[config.mk]
export PLATFORM = sky130hd
export DESIGN_NAME = dram_rd_arbiter
export DESIGN_NICKNAME = d
export VERILOG_FILES = /design/src/rtl/dram_rd_arbiter.sv
export SDC_FILE = /design/constraint.sdc
export NUM_CORES = 1
export LEC_CHECK = 0
export ABC_AREA = 0
export CORE_MARGIN = 8
export CORE_UTILIZATION = 43
export CTS_CLUSTER_DIAMETER = 30
export DETAILED_ROUTE_END_ITERATION = 8
export HOLD_SLACK_MARGIN = 0.08
export MAX_ROUTING_LAYER = met4
export PLACE_DENSITY = 0.78
export SYNTH_ARGS = -nofsm -noshare
export SYNTH_HDL_FRONTEND = slang
export SYNTH_SLANG_ARGS = --single-unit
[constraint.sdc]
create_clock -name CLK -period 3.1 [get_ports CLK]
set_input_delay 0.62 -clock CLK [delete_from_list [all_inputs] [get_ports CLK]]
set_output_delay 0.62 -clock CLK [all_outputs]
set_load 0.05 [all_outputs]
[src/rtl/dram_rd_arbiter.sv]
// Round-robin arbiter sharing one DRAM read master between two requesters.
// Owns one burst at a time, steers return beats to the winner, checks beat count.
module dram_rd_arbiter #(
    parameter logic [31:0] TIMEOUT_CYC = 32'd4096,
    parameter logic        PRIO_INIT   = 1'b0
) (
    input  logic        CLK,
    input  logic        RST_N,
    input  logic        s0_kick,
    output logic        s0_busy,
    input  logic [31:0] s0_read_num,
    input  logic [31:0] s0_read_addr,
    output logic [31:0] s0_buf_dout,
    output logic        s0_buf_we,
    input  logic        s1_kick,
    output logic        s1_busy,
    input  logic [31:0] s1_read_num,
    input  logic [31:0] s1_read_addr,
    output logic [31:0] s1_buf_dout,
    output logic        s1_buf_we,
    output logic        m_kick,
    input  logic        m_busy,
    output logic [31:0] m_read_num,
    output logic [31:0] m_read_addr,
    input  logic [31:0] m_buf_dout,
    input  logic        m_buf_we,
    output logic        err_len,
    output logic        err_timeout,
    output logic        err_stray,
    input  logic        err_clr,
    output logic [15:0] grant_cnt0,
    output logic [15:0] grant_cnt1
);

    typedef enum logic [1:0] {
        S_IDLE,
        S_ISSUE,
        S_BUSY,
        S_DONE
    } state_t;

    state_t      state_q, state_d;
    logic        gnt_q, gnt_d;
    logic        prio_q, prio_d;
    logic        m_kick_q, m_kick_d;
    logic        s0_busy_q, s0_busy_d;
    logic        s1_busy_q, s1_busy_d;
    logic [31:0] addr_q, addr_d;
    logic [31:0] num_q, num_d;
    logic [31:0] beat_q, beat_d;
    logic [31:0] tmo_q, tmo_d;
    logic        tmo_hit_q, tmo_hit_d;
    logic        err_len_q, err_len_d;
    logic        err_timeout_q, err_timeout_d;
    logic        err_stray_q, err_stray_d;
    logic [15:0] gcnt0_q, gcnt0_d;
    logic [15:0] gcnt1_q, gcnt1_d;
    logic        active;
    logic        sel;
    logic [31:0] beat_nxt;

    assign active   = (state_q != S_IDLE);
    assign beat_nxt = beat_q + {31'd0, m_buf_we};

    always_comb begin
        state_d       = state_q;
        gnt_d         = gnt_q;
        prio_d        = prio_q;
        m_kick_d      = m_kick_q;
        s0_busy_d     = s0_busy_q;
        s1_busy_d     = s1_busy_q;
        addr_d        = addr_q;
        num_d         = num_q;
        beat_d        = beat_q;
        tmo_d         = tmo_q;
        tmo_hit_d     = tmo_hit_q;
        gcnt0_d       = gcnt0_q;
        gcnt1_d       = gcnt1_q;
        sel           = 1'b0;
        err_len_d     = err_clr ? 1'b0 : err_len_q;
        err_timeout_d = err_clr ? 1'b0 : err_timeout_q;
        err_stray_d   = err_clr ? 1'b0 : err_stray_q;
        unique case (state_q)
            S_IDLE: begin
                if (m_buf_we) err_stray_d = 1'b1;
                if (s0_kick || s1_kick) begin
                    // both requesting: prio_q holds the port not served last
                    sel       = (s0_kick && s1_kick) ? prio_q : s1_kick;
                    gnt_d     = sel;
                    addr_d    = sel ? s1_read_addr : s0_read_addr;
                    num_d     = sel ? s1_read_num : s0_read_num;
                    beat_d    = 32'd0;
                    tmo_d     = 32'd0;
                    tmo_hit_d = 1'b0;
                    m_kick_d  = 1'b1;
                    s0_busy_d = ~sel;
                    s1_busy_d = sel;
                    state_d   = S_ISSUE;
                end
            end
            S_ISSUE: begin
                beat_d = beat_nxt;
                if (m_busy) begin
                    m_kick_d = 1'b0;
                    state_d  = S_BUSY;
                end else if (TIMEOUT_CYC != 32'd0 &&
                             tmo_q + 32'd1 == TIMEOUT_CYC) begin
                    err_timeout_d = 1'b1;
                    tmo_hit_d     = 1'b1;
                    m_kick_d      = 1'b0;
                    s0_busy_d     = 1'b0;
                    s1_busy_d     = 1'b0;
                    state_d       = S_DONE;
                end else begin
                    tmo_d = tmo_q + 32'd1;
                end
            end
            S_BUSY: begin
                beat_d = beat_nxt;
                if (!m_busy) begin
                    s0_busy_d = 1'b0;
                    s1_busy_d = 1'b0;
                    state_d   = S_DONE;
                end
            end
            S_DONE: begin
                beat_d = beat_nxt;
                if (!tmo_hit_q && beat_nxt != num_q) err_len_d = 1'b1;
                if (gnt_q) gcnt1_d = gcnt1_q + 16'd1;
                else       gcnt0_d = gcnt0_q + 16'd1;
                prio_d  = ~gnt_q;
                state_d = S_IDLE;
            end
            default: state_d = S_IDLE;
        endcase
    end

    always_ff @(posedge CLK or negedge RST_N) begin
        if (!RST_N) begin
            state_q       <= S_IDLE;
            gnt_q         <= 1'b0;
            prio_q        <= PRIO_INIT;
            m_kick_q      <= 1'b0;
            s0_busy_q     <= 1'b0;
            s1_busy_q     <= 1'b0;
            addr_q        <= 32'd0;
            num_q         <= 32'd0;
            beat_q        <= 32'd0;
            tmo_q         <= 32'd0;
            tmo_hit_q     <= 1'b0;
            err_len_q     <= 1'b0;
            err_timeout_q <= 1'b0;
            err_stray_q   <= 1'b0;
            gcnt0_q       <= 16'd0;
            gcnt1_q       <= 16'd0;
        end else begin
            state_q       <= state_d;
            gnt_q         <= gnt_d;
            prio_q        <= prio_d;
            m_kick_q      <= m_kick_d;
            s0_busy_q     <= s0_busy_d;
            s1_busy_q     <= s1_busy_d;
            addr_q        <= addr_d;
            num_q         <= num_d;
            beat_q        <= beat_d;
            tmo_q         <= tmo_d;
            tmo_hit_q     <= tmo_hit_d;
            err_len_q     <= err_len_d;
            err_timeout_q <= err_timeout_d;
            err_stray_q   <= err_stray_d;
            gcnt0_q       <= gcnt0_d;
            gcnt1_q       <= gcnt1_d;
        end
    end

    assign m_kick      = m_kick_q;
    assign m_read_addr = addr_q;
    assign m_read_num  = num_q;
    assign s0_busy     = s0_busy_q;
    assign s1_busy     = s1_busy_q;
    assign err_len     = err_len_q;
    assign err_timeout = err_timeout_q;
    assign err_stray   = err_stray_q;
    assign grant_cnt0  = gcnt0_q;
    assign grant_cnt1  = gcnt1_q;

    // return path is combinational so beats reach the winner in the same cycle
    assign s0_buf_we   = m_buf_we & active & ~gnt_q;
    assign s1_buf_we   = m_buf_we & active & gnt_q;
    assign s0_buf_dout = s0_buf_we ? m_buf_dout : 32'd0;
    assign s1_buf_dout = s1_buf_we ? m_buf_dout : 32'd0;

endmodule
==> qor.tcl <==
set qor(finalSetupViolations) 5
set qor(r2r_start) {tmo_q[3]}
set qor(most-common-layout-cells) {267 x sky130_fd_sc_hd__clkdlybuf4s50_1, 170 x sky130_fd_sc_hd__dfrtp_1, 146 x sky130_fd_sc_hd__nand2_1}
set qor(power_leakage_nw) 6.84
set qor(footprint_of_the_multi_input_gates_um2) 5910
set qor(postSynth.asyncResetShare_pct) 100
set qor(synth_seq_cells) 171
set qor(crit_path_start_kind) {register}
set qor(ys_dominant_reg_cell) {sky130_fd_sc_hd__dfrtp_1}
set qor(rr_endpoint) {tmo_q[12]}
set qor(drt-met1-wl_um) 14400
set qor(critical_path.endpoint_type) {register}
set qor(timing.final.max_slew_violations) 0
set qor(route.detailed.vias_per_inst) 5.52
set qor(filler_cell_count) 1930
set qor(crit_fanout) 8
set qor(ant_nets) 0
set qor(pnr_total_power_mw) 13.9
set qor(detailedRoute.firstPassIterationCount) 5
set qor(post_detailed_placement_half_perimeter_wirelength_um) 26900
set qor(worstSetupPathType) {register to register}
set qor(area.growth.synth_to_final_pct) 53.8
set qor(irDropWorstVdd_mv) 0.630
set qor(source_to_sink_clock_delay_at_the_later_pin_of_the_worst_skew_pair_ns) 0.43
set qor(place.port_buffers) 334
set qor(boundaryPins) 335
set qor(detail_route.drc_violations) 0
set qor(die-width_um) 172
set qor(cp.required_ns) 3.45
set qor(critical_path.n_buffers_inverters) 3
set qor(fmax_mhz) 318
set qor(routed-wl-met2_um) 17800
set qor(initial_core_util_pct) 43.3
set qor(grt_first_pass_wirelength_um) 55000
set qor(timing.final.crit_period_ns) 3.15
set qor(r2r_cells) 12
set qor(final_core_util_pct) 66.6
set qor(count_of_flip_flops_with_a_built_in_enable_after_synthesis) 0
set qor(worst_slew_margin_rel_pct) 59.0
set qor(violated_checks) {negative setup slack}
set qor(synth.net_count) 1347
set qor(ys.warnings.count) 0
set qor(clkTransAtPathRegs_ns) 0.07
set qor(endpoint) {tmo_q[12]}
set qor(wl_met3_um) 2700
set qor(yosysTopAreaCellShare_pct) 41.1
set qor(cp_data_arrival_time_ns) 3.50
set qor(final_weighted_congestion_in_routability_driven_placement) 0.956
set qor(finalHoldViolCount) 0
set qor(outcome) {finished, violations left}
set qor(synthesis.instances) 1169
set qor(routed_wl_um) 35800
set qor(setup_skew_ns) 0.0136
set qor(synth.area.top_cells) {sky130_fd_sc_hd__dfrtp_1 41%, sky130_fd_sc_hd__mux2i_1 6.8%, sky130_fd_sc_hd__nand2_1 5.3%}
set qor(cts_max_path_buffers) 2
set qor(crit_slowest_cell) {sky130_fd_sc_hd__or4_4}
set qor(clock_sink_count) 171
set qor(grt.overflow.total) 0
set qor(syn_area_per_cell_um2) 8.91
set qor(layout.area.seq_um2) 4280
set qor(grt_start_max_net_pins) 140
set qor(maxCapViolCount) 0
set qor(grt_setup_unrepaired) {yes}
set qor(worst_slew_pin_slew_ns) 0.612
set qor(placeableCoreArea_um2) 24000
set qor(final_common_cell) {sky130_fd_sc_hd__clkdlybuf4s50_1}
set qor(critical_path_cell_count) 12
set qor(worst_setup_path_startpoint) {tmo_q[3]}
set qor(syn-cell-area_um2) 10400
set qor(globalRouteTotalUtil_pct) 24.1
set qor(fp.dieH_um) 172
set qor(worst_hold_path_type) {primary input to async pin}
set qor(seq_area_frac_synth_pct) 41.1
set qor(top_layer) {met4}
set qor(rows) 57
set qor(critical_path.cell_chain) {nand4_1, buf_4, or3_4, or3_4, nand4_4, nor4_4, buf_4, nand4_1, nand3_2, buf_12, or4_4, a22oi_2}
set qor(cellPowerDensity_nw_per_um2) 870
set qor(yosysTopAreaCell) {sky130_fd_sc_hd__dfrtp_1}
set qor(dr.first_iter.drc_count) 700
set qor(post_route_cells_drive_above_1_share_pct) 18.3
set qor(wire_length_per_cell_um) 18.8
set qor(layout_worst_path_cycle_share_pct) 102
set qor(routed-via-count) 10519
set qor(cpPeakStageDelay_ns) 0.48
set qor(antenna_found_initial) 1
set qor(tritoncts) {built}
set qor(r2r_setup_slack_ns) -0.05
set qor(final_net_count) 1746
set qor(worst_slack_ns) -0.0484
set qor(critical-path-top-delay-family) {simple AND/OR/NAND/NOR gates}
set qor(via_count_of_the_first_global_routing_pass) 10450
set qor(cts_max_level) 4
set qor(synth_cell_types) 70
set qor(hold_worst_slack_ns) 0.162
set qor(floorplan.die_area_um2) 29400
set qor(cts_root_buffer) {sky130_fd_sc_hd__clkbuf_16}
set qor(number_of_cts_inserted_buffers) 17
## report_power, final
part	internal, mW	leakage (nW)	switching, mW
logic	3.11	4.34	4.90
registers	2.97	2.22	0.829
clock network	1.08	0.279	1.04
total	7.16	6.84	6.77
## layout make-up
cell class / count / area share, %
Timing Repair Buffer: 465 / 29.8
Inverter: 17 / 0.399
Clock buffer: 17 / 2.66
Sequential cell: 171 / 26.7
Clock inverter: 15 / 0.922
Tap cell: 324 / 2.53
Antenna cell: 1 / 0.0156
Multi-Input combinational cell: 896 / 36.9
## worst min-delay path by stage
stage,endpoint,slack (ns)
2_1_floorplan,beat_q[0],0.32
3_3_place_gp,m_read_addr[14],0.46
3_5_place_dp,grant_cnt0[15],0.47
4_1_cts,tmo_q[24],0.18
5_1_grt,tmo_q[24],0.21
6_report,tmo_q[24],0.16
## synth_stat cells (all sizes together) (7+ instances only)
cell type and count:
nand2 148, nor3 25, a21oi 45, nor2 50, and4 8, or4 7, and2 67, ha 11
xnor2 55, o211ai 19, buf 21, and3 16, nand3 67, nor4 18, inv 17, nand4 29
clkbuf 64, xor2 39, mux2i 71, o21ai 108, a31oi 9, o311ai 7, dfrtp 171
## layer usage
layer  global-route usage, %  vias up
met5                       -        -
met4                    7.37        0
met3                    5.35       70
met2                    39.8      460
met1                    29.1     5023
li1                        -     4966
## sequential cells by signal, summed over array words and instances (netlist names)
name and count:
tmo_q 32, grant_cnt1 16, grant_cnt0 16, err_len 1, beat_q 32, prio_q 1, err_stray 1, gnt_q 1
m_kick 1, err_timeout 1, tmo_hit_q 1, state_q 2, m_read_num 32, s1_busy 1, s0_busy 1, m_read_addr 32
## kinds of logic (layout without fill, tap and decap cells)
logic type / count (synthesis) / count (layout) / share of synthesized area [%]
flip-flops: 171 / 171 / 41.1
AND/OR/NAND/NOR: 472 / 472 / 24.0
other: 0 / 1 / 0
multiplexers: 76 / 76 / 7.37
buffers and inverters: 102 / 514 / 4.03
XOR/XNOR: 94 / 94 / 7.91
adder cells (fa/ha/maj): 11 / 11 / 1.32
AO/OA/AOI/OAI: 243 / 243 / 14.3
## metrics by stage
step | area [µm²] | setup WS, ns | cells | setup TNS, ns
after global routing | 16000 | -0.154 | 1906 | -2.14
after floorplan | 10400 | 0.0259 | 1169 | 0
after CTS | 15700 | 0.000760 | 1890 | 0
final | 16000 | -0.0484 | 1906 | -0.111
after global placement | 15100 | -0.0276 | 1857 | -0.0276
after detailed placement | 15100 | -0.0918 | 1857 | -0.210
## what timing repair did
| item | in CTS | in global routing |
|---|---|---|
| gates resized for setup | 8 | 46 |
| pin swaps | 2 | 30 |
| hold buffers | 0 | 0 |
| setup buffers | 1 | 12 |
| setup endpoints to repair | 13 | 38 |
| gates cloned | 0 | 3 |
(Power assumes the default switching activity.)
